### config.mk
export PLATFORM = sky130hd
export DESIGN_NAME = snake_dir_queue
export DESIGN_NICKNAME = d
export VERILOG_FILES = /design/src/rtl/snake_dir_queue.sv
export SDC_FILE = /design/constraint.sdc
export NUM_CORES = 1
export LEC_CHECK = 0
export CORE_AREA = 3 3 71 87
export DETAILED_ROUTE_END_ITERATION = 10
export DIE_AREA = 0 0 74 90
export DONT_BUFFER_PORTS = 1
export PLACE_DENSITY = 0.66
export SYNTH_ARGS = -nofsm -noshare
export SYNTH_HDL_FRONTEND = slang
export SYNTH_SLANG_ARGS = --single-unit
### constraint.sdc
create_clock -name Clk -period 3.2 [get_ports Clk]
set_input_delay 0.96 -clock Clk [delete_from_list [all_inputs] [get_ports Clk]]
set_output_delay 0.96 -clock Clk [all_outputs]
set_load 0.1 [all_outputs]
### src/rtl/snake_dir_queue.sv
// Snake direction command queue: detects new HID key presses, filters same-axis moves
// and applies queued directions on each frame tick. Optional macro: SNAKE_ARROW_KEYS_EN.
module snake_dir_queue #(
  parameter int          DEPTH    = 4,
  parameter logic [1:0]  INIT_DIR = 2'b11
) (
  input  logic                     Clk,
  input  logic                     Reset_n,
  input  logic [15:0]              keycode,
  input  logic                     frame_clk,
  input  logic                     flush,
  output logic [1:0]               dir,
  output logic                     moving,
  output logic [$clog2(DEPTH):0]   count,
  output logic                     drop
);

  localparam int PW = $clog2(DEPTH);
  localparam logic [PW:0] FULL = (PW+1)'(DEPTH);

  function automatic logic key_ok(input logic [7:0] c);
    case (c)
      8'h1A, 8'h16, 8'h04, 8'h07: key_ok = 1'b1;
`ifdef SNAKE_ARROW_KEYS_EN
      8'h52, 8'h51, 8'h50, 8'h4F: key_ok = 1'b1;
`endif
      default:                    key_ok = 1'b0;
    endcase
  endfunction

  // Encoding: 00 up, 01 down, 10 left, 11 right.
  function automatic logic [1:0] key_dir(input logic [7:0] c);
    case (c)
      8'h1A:   key_dir = 2'b00;
      8'h16:   key_dir = 2'b01;
      8'h04:   key_dir = 2'b10;
`ifdef SNAKE_ARROW_KEYS_EN
      8'h52:   key_dir = 2'b00;
      8'h51:   key_dir = 2'b01;
      8'h50:   key_dir = 2'b10;
`endif
      default: key_dir = 2'b11;
    endcase
  endfunction

  logic [15:0]   key_q, key_prev;
  logic          new0, new1;
  logic          push_v;
  logic [1:0]    push_dir;
  logic          fs1, fs2, fs3;
  logic [2:0]    vld;
  logic [1:0]    mem [DEPTH];
  logic [PW-1:0] rd_ptr, wr_ptr;
  logic [1:0]    ref_dir;
  logic          tick, do_pop, push_ok, do_push, do_drop;

  always_comb begin
    new0 = key_ok(key_q[7:0]) && (key_q[7:0] != key_prev[7:0])
           && (key_q[7:0] != key_prev[15:8]);
    new1 = key_ok(key_q[15:8]) && (key_q[15:8] != key_prev[7:0])
           && (key_q[15:8] != key_prev[15:8]);
  end

  // vld tracks how many sync stages hold real samples, so no tick fires from reset values.
  always_comb begin
    tick    = fs2 & ~fs3 & vld[2];
    ref_dir = (count == '0) ? dir : mem[wr_ptr - PW'(1)];
    do_pop  = tick && (count != '0) && !flush;
    // Same bit 1 means same axis: equal or reverse direction.
    push_ok = push_v && (push_dir[1] != ref_dir[1]) && !flush;
    do_push = push_ok && ((count != FULL) || do_pop);
    do_drop = push_ok && (count == FULL) && !do_pop;
  end

  always_ff @(posedge Clk or negedge Reset_n) begin
    if (!Reset_n) begin
      key_q    <= '0;
      key_prev <= '0;
      push_v   <= 1'b0;
      push_dir <= 2'b00;
      fs1      <= 1'b0;
      fs2      <= 1'b0;
      fs3      <= 1'b0;
      vld      <= '0;
    end else begin
      key_q    <= keycode;
      key_prev <= key_q;
      push_v   <= new0 | new1;
      push_dir <= new0 ? key_dir(key_q[7:0]) : key_dir(key_q[15:8]);
      fs1      <= frame_clk;
      fs2      <= fs1;
      fs3      <= fs2;
      vld      <= {vld[1:0], 1'b1};
    end
  end

  always_ff @(posedge Clk or negedge Reset_n) begin
    if (!Reset_n) begin
      dir    <= INIT_DIR;
      moving <= 1'b0;
      count  <= '0;
      drop   <= 1'b0;
      rd_ptr <= '0;
      wr_ptr <= '0;
    end else if (flush) begin
      moving <= 1'b0;
      count  <= '0;
      drop   <= 1'b0;
      rd_ptr <= '0;
      wr_ptr <= '0;
    end else begin
      drop <= do_drop;
      if (do_pop) begin
        dir    <= mem[rd_ptr];
        moving <= 1'b1;
        rd_ptr <= rd_ptr + PW'(1);
      end
      if (do_push)
        wr_ptr <= wr_ptr + PW'(1);
      case ({do_push, do_pop})
        2'b10:   count <= count + 1'b1;
        2'b01:   count <= count - 1'b1;
        default: count <= count;
      endcase
    end
  end

  always_ff @(posedge Clk) begin
    if (do_push)
      mem[wr_ptr] <= push_dir;
  end

endmodule

## Word level (Yosys, flattened, before mapping)

Memories as Yosys holds them, arrays and structs flattened. A register that Yosys moved wholly into a read port is not among the register bits.
Cells that the tools add are included.
W data, S select, Z words.

- $add $sub $neg: 5
- Multiplexer cells: 17
- Eq/ne operators: 17
- Bitwise gates (word level): 5
- Reductions and logical operators: 23

Operator list:

| operator | count |
|---|---|
| $eq A8 B3 Y1 const B | 4 |
| $eq A8 B5 Y1 const B | 4 |
| $ne A8 B8 Y1 | 4 |
| $mux W2 | 6 |
| $pmux W2 S3 | 2 |
| $logic_and A1 B1 Y1 | 11 |
| $reduce_or A4 Y1 | 2 |
| $mux W1 | 7 |
| $pmux W3 S2 | 1 |
| $reduce_bool A3 Y1 | 2 |
| $add A2 B1 Y2 const B | 2 |
| $reduce_bool A2 Y1 | 2 |
| $add A3 B1 Y3 const B | 1 |
| $eq A3 B3 Y1 const B | 1 |
| $logic_not A1 Y1 | 3 |
| $logic_not A3 Y1 | 1 |
| $mux W3 | 1 |
| $ne A3 B3 Y1 const B | 1 |
| $sub A3 B1 Y3 const B | 1 |
| $and A1 B1 Y1 | 2 |
| $eq A2 B1 Y1 const B | 1 |
| $eq A2 B2 Y1 const B | 1 |
| $not A1 Y1 | 2 |
| $reduce_and A2 Y1 | 1 |
| 4 further kinds | 4 |

- Memories kept: 1
- Register bits: 50
- Output and inout port bits: 7
- Word-level logic and storage cells: 81
- Input port bits: 20
- RAM bits: 8

Memories:

| memory | words | bits a word | rd ports | clocked after memory_dff | wr ports | line | RTL |
|---|---|---|---|---|---|---|---|
| mem | 4 | 2 | 2 | 1 | 1 | 52 | `logic [1:0] mem [DEPTH];` |

## Logic depth before layout (Yosys ltp)

Gate-level depths: netlist of run 1.

- Word-level depth: 10
- Mapped depth: 12
- Mapped depth without buffers: 12

## Worst setup path after synthesis of run 1

Ideal clock, no wire load.

- Path kind: flip-flop to flip-flop
- Start point: reg count[0]
- End point: reg count[2]
- Stages on the path, launching flop included: 10
- Setup slack: -0.249 ns
- Path buffers: 1
- Required time: 3.080 ns
- Period minus slack after synthesis: 3.449 ns
- Library setup time: 0.120 ns
- Data arrival time: 3.328 ns
- Cell sequence: dfrtp_1 -> clkbuf_2 -> or3_4 -> and4b_4 -> nor3_2 -> nand2_1 -> fa_1 -> or4b_2 -> a21oi_1 -> nor3_1

- Longest elaborated chain between the ends: 9
- Elaborated cells on any way between the ends: 18
- Those cells by class: add/sub (2); eq/ne (4); mux (3); reduce/logical (9)

RTL lines:

| what | line | RTL |
|---|---|---|
| from (decl) | 14 | `output logic [$clog2(DEPTH):0] count,` |
| from (signal assigned) | 121 | `2'b10: count <= count + 1'b1;` |
| from (signal assigned) | 122 | `2'b01: count <= count - 1'b1;` |
| from (signal assigned) | 123 | `default: count <= count;` |
| $logic_not A3 Y1 | 67 | `ref_dir = (count == '0) ? dir : mem[wr_ptr - PW'(1)];` |
| $mux W2 | 67 |  |
| $ne A1 B1 Y1 | 70 | `push_ok = push_v && (push_dir[1] != ref_dir[1]) && !flush;` |
| $logic_and A1 B1 Y1 (2 in series) | 70 |  |
| $logic_and A1 B1 Y1 | 71 | `do_push = push_ok && ((count != FULL) \|\| do_pop);` |
| $eq A2 B1 Y1 / $eq A2 B2 Y1 (equally long branches) | 120 | `case ({do_push, do_pop})` |
| $pmux W3 S2 | 120 |  |
| $mux W3 | 105 | `end else if (flush) begin` |

Parallel ways exist; a longest one is shown, timed or not.
A chain may end at the register's enable or synchronous reset.

## Worst setup path after layout of run 1

- Start point: reg wr_ptr[1]
- End point: reg count[2]

- Longest elaborated chain between the ends: 10
- Elaborated cells on any way between the ends: 12
- Those cells by class: add/sub (1); eq/ne (3); mux (3); reduce/logical (4); memory (1)

RTL lines:

| what | line | RTL |
|---|---|---|
| from (decl) | 53 | `logic [PW-1:0] rd_ptr, wr_ptr;` |
| from (signal assigned) | 119 | `wr_ptr <= wr_ptr + PW'(1);` |
| $sub A2 B1 Y2 * | 67 |  |
| $mem_v2 Z4 W2 * | - |  |
| $mux W2 * | 67 |  |
| $ne A1 B1 Y1 * | 70 |  |
| $logic_and A1 B1 Y1 * (2 in series) | 70 |  |
| $logic_and A1 B1 Y1 * | 71 |  |
| $eq A2 B1 Y1 / $eq A2 B2 Y1 (equally long branches) | 120 |  |
| $pmux W3 S2 | 120 |  |
| $mux W3 | 105 |  |

Every way passes the cells marked *; elsewhere a longest branch is shown, timed or not.

==> impl_metrics.prom, run 1 <==
# TYPE chip_impl_metric gauge
chip_impl_metric{name="pin_count",unit=""} 27
chip_impl_metric{name="grt_util_all_layers",unit="%"} 15.27
chip_impl_metric{name="postCtsHoldBufs",unit=""} 0
chip_impl_metric{name="drt-initial-drc-count",unit=""} 134
chip_impl_metric{name="port_buffers",unit=""} 0
chip_impl_metric{name="share_of_synthesized_cell_area_in_full_adder_half_adder_and_majority_cells",unit="%"} 2.624
chip_impl_info{name="cts_tree",value="built"} 1
chip_impl_metric{name="synth_fp_nets",unit=""} 245
chip_impl_metric{name="cts-htree-levels",unit=""} 3
chip_impl_metric{name="cts.path.max_buffers",unit=""} 2
chip_impl_info{name="worst_r2r_endpoint",value="count[2]"} 1
chip_impl_metric{name="n_antenna_cell",unit=""} 0
chip_impl_metric{name="worst_skew_pair.late_latency",unit="ps"} 330
chip_impl_metric{name="cts_num_sinks",unit=""} 60
chip_impl_metric{name="post-route-period-util",unit="%"} 93.20
chip_impl_info{name="crit_path_end",value="count[2]"} 1
chip_impl_info{name="holdCritPathClass",value="primary input to async pin"} 1
chip_impl_metric{name="synth.cell_area",unit="um^2"} 2670
chip_impl_metric{name="placement_rows",unit=""} 29
chip_impl_metric{name="drv_slew",unit=""} 0
chip_impl_metric{name="critical_path_rt",unit="ps"} 3420
chip_impl_metric{name="peakVddDrop",unit="V"} 0.0003278
chip_impl_metric{name="grt_pass1_vias",unit=""} 1673
chip_impl_metric{name="synth_register_bits",unit=""} 60
chip_impl_metric{name="setup_total_negative_slack",unit="ps"} 0
chip_impl_metric{name="wire_per_inst",unit="um"} 16.00
chip_impl_metric{name="clkSlewWorstSetupHoldPaths",unit="ps"} 70
chip_impl_metric{name="ys_seq_area_share",unit="%"} 57.83
chip_impl_metric{name="routed_wirelength",unit="mm"} 4.673
chip_impl_metric{name="final_skew",unit="ps"} 9.138
chip_impl_metric{name="drv_cap",unit=""} 0
chip_impl_metric{name="actual_slew_at_the_worst_max_slew_pin",unit="ps"} 885.3
chip_impl_metric{name="ant_nets_after_route",unit=""} 0
chip_impl_metric{name="netlist_instances",unit=""} 220
chip_impl_metric{name="gp_congestion",unit=""} 0.8198
chip_impl_metric{name="fillCellCount",unit=""} 427
chip_impl_info{name="path_class",value="flip-flop to flip-flop"} 1
chip_impl_info{name="clk_root_buffer_cell",value="clkbuf_8"} 1
chip_impl_metric{name="post_synth_num_cell_types",unit=""} 40
chip_impl_metric{name="die-area",unit="um^2"} 6660
chip_impl_metric{name="start_util",unit="%"} 50.06
chip_impl_metric{name="pwr_density_cell",unit="nW/um^2"} 519.7
chip_impl_metric{name="drive_gt1_share",unit="%"} 16.52
chip_impl_info{name="mostFrequentLayoutCells",value="dfrtp_1 (47), xor2_1 (35), nor2_1 (12), clkbuf_8 (12)"} 1
chip_impl_metric{name="cts_made_buffers",unit=""} 9
chip_impl_metric{name="dp_hpwl",unit="mm"} 3.219
chip_impl_metric{name="yosys_warnings",unit=""} 0
chip_impl_info{name="timing.critical_path.from",value="wr_ptr[1]"} 1
chip_impl_metric{name="finish.utilization",unit="%"} 55.06
chip_impl_info{name="worst_setup_path_end_kind",value="flip-flop"} 1
chip_impl_metric{name="post-cts-setup-buffer-count",unit=""} 0
chip_impl_metric{name="avgViaCountPerCell",unit=""} 5.719
chip_impl_metric{name="number_of_enable_type_register_cells_in_the_synthesized_netlist",unit=""} 8
chip_impl_metric{name="design.final.nets",unit=""} 251
chip_impl_metric{name="complex_gate_fraction_of_the_synthesized_area",unit="%"} 3.796
chip_impl_metric{name="grt_start_max_net_pins",unit=""} 53
chip_impl_metric{name="postSynth.asyncResetShare",unit="%"} 86.67
chip_impl_metric{name="muxShareOfSynthArea",unit="%"} 4.686
chip_impl_info{name="r2r_start",value="wr_ptr[1]"} 1
chip_impl_metric{name="area_delta_synth_final",unit="%"} 9.981
chip_impl_info{name="largest_family_of_logic_cells_by_synthesized_area",value="simple AND/OR/NAND/NOR gates"} 1
chip_impl_metric{name="ff2ff_path_depth",unit=""} 10
chip_impl_metric{name="synth_simple_gate_area_share",unit="%"} 16.54
chip_impl_metric{name="grt-ovfl-total",unit=""} 0
chip_impl_metric{name="final-hold-violation-count",unit=""} 0
chip_impl_metric{name="arrival",unit="ps"} 3200
chip_impl_metric{name="place_area",unit="um^2"} 2755
chip_impl_metric{name="synthXorXnorAreaFrac",unit="%"} 11.81
chip_impl_info{name="ys.flop_type",value="dfrtp_1"} 1
chip_impl_metric{name="slew-limit-headroom",unit="%"} 40.98
chip_impl_info{name="setup_repair_after_global_routing_missed_its_margin",value="false"} 1
chip_impl_metric{name="static_leakage",unit="nW"} 1.205
chip_impl_metric{name="final_period_minus_worst_setup_slack",unit="ps"} 2982
chip_impl_metric{name="finish.instance_area",unit="um^2"} 2937
chip_impl_metric{name="drt_pass_1_iters",unit=""} 5
chip_impl_metric{name="drc_violation_count_after_routing",unit=""} 0
chip_impl_info{name="outcome",value="finished, final reports clean"} 1
chip_impl_metric{name="cp_max_fo",unit=""} 5
chip_impl_metric{name="antenna_found_initial",unit=""} 0
chip_impl_metric{name="die_height",unit="um"} 90
chip_impl_info{name="worstSetupStartpointType",value="flip-flop"} 1
chip_impl_metric{name="worst_hold_slack",unit="ps"} 320.6
chip_impl_metric{name="grt_first_pass_wirelength",unit="mm"} 7.603
chip_impl_metric{name="vias",unit=""} 1670
chip_impl_info{name="mostFrequentLayoutCell",value="dfrtp_1"} 1
chip_impl_metric{name="maxClockFrequency",unit="GHz"} 0.3353
chip_impl_metric{name="setup.reg_to_reg.worst_slack",unit="ps"} 220
chip_impl_metric{name="core",unit="um^2"} 5334
chip_impl_metric{name="synth.avg_cell_area",unit="um^2"} 12.14
chip_impl_metric{name="finalSetupViolations",unit=""} 0
chip_impl_metric{name="die_w",unit="um"} 74
-- state kept, by name, summed over array words and instances, names as in the netlist --
name and cells:
count 3, key_q 16, moving 1, wr_ptr 2, fs3 1, fs2 1
drop 1, mem 8, push_dir 2, fs1 1, dir 2, vld 3
rd_ptr 2, key_prev 16, push_v 1
-- layout make-up --
type                       count  area [um^2]  share of cell area, %
clock inverter                 2        10.01                 0.3409
sequential                    60         1550                  52.79
clock buffer                  13        168.9                  5.752
tap                           62        77.57                  2.642
multi-input combinational    144         1066                  36.30
inverter                       5        18.77                 0.6391
timing repair buffer           6        45.04                  1.534
-- logic make-up after synthesis --
group | after synthesis
AND/OR/NAND/NOR | 76
flip-flops | 60
XOR/XNOR | 36
AO/OA/AOI/OAI | 18
buffers and inverters | 16
multiplexers | 8
adder cells (fa/ha/maj) | 5
other | 1
-- repair_timing --
action / 4_1_cts / 5_1_grt
gates resized for setup: 0 / 1
endpoints found under the hold margin: 0 / 0
setup endpoints to repair: 0 / 1
-- worst max-delay path, cell delays in order (launching register included) --
cell and delay [ps]:
dfrtp_1 400, inv_1 90, ha_1 310, mux4_2 310, and4b_4 240, nor3_4 160, nand2_1 90, fa_2 380
or4b_2 670, a21oi_1 170, nor3_1 60
-- metal layers --
layer | up-vias | wire length, um | global-route usage [%]
li1 | 783 | - | -
met1 | 808 | 1902 | 17.49
met2 | 57 | 2358 | 23.15
met3 | 22 | 223 | 5.580
met4 | 0 | 188 | 10.42
met5 | - | 0 | 0
-- synthesized netlist by cell type, drive strengths merged (5+ instances only) --
cell type  number  area (um^2)
nor4            8        50.05
clkbuf         10        38.78
o21ai           5        25.02
a21oi           7        35.03
inv             5        18.77
nand4           8        50.05
xor2           35        306.5
dfrtp          50         1251
nand3           9        50.05
nand2           9        33.78
nor2           12        45.04
nor3           10        55.05
edfxtp          8        240.2
-- how the worst min path moves through the flow --
stage / from / to / slack, ps / cells past startpoint
after floorplan: fs1 / fs2 / 330 / 0
after global placement: vld[0] / vld[1] / 330 / 0
after detailed placement: vld[1] / vld[2] / 330 / 0
after CTS: Reset_n / rd_ptr[0] / 300 / 0
after global routing: Reset_n / rd_ptr[1] / 290 / 0
final: Reset_n / rd_ptr[1] / 320 / 0
-- through the flow --
stage	setup slack, ps	power [mW]	cells
2_1_floorplan	29.34	0.9158	220
3_3_place_gp	251.1	0.9323	277
3_5_place_dp	186.9	0.9344	277
4_1_cts	175.2	1.553	292
5_1_grt	48.88	1.588	292
6_report	217.6	1.526	292
-- report_power, final --
group | internal [mW] | leakage (nW) | total (mW) | switching [mW]
registers | 0.801 | 0.705 | 0.840 | 0.0396
clock network | 0.338 | 0.0953 | 0.607 | 0.269
logic | 0.0355 | 0.405 | 0.0795 | 0.0440
Power figures use the tool's default switching activity.
==> run 2, diff against run 1 <==
GPL_ROUTABILITY_DRIVEN = 0   (was not set)
==> results of run 2 <==
Final layout, timing and power as in run 1 (identical DEF).
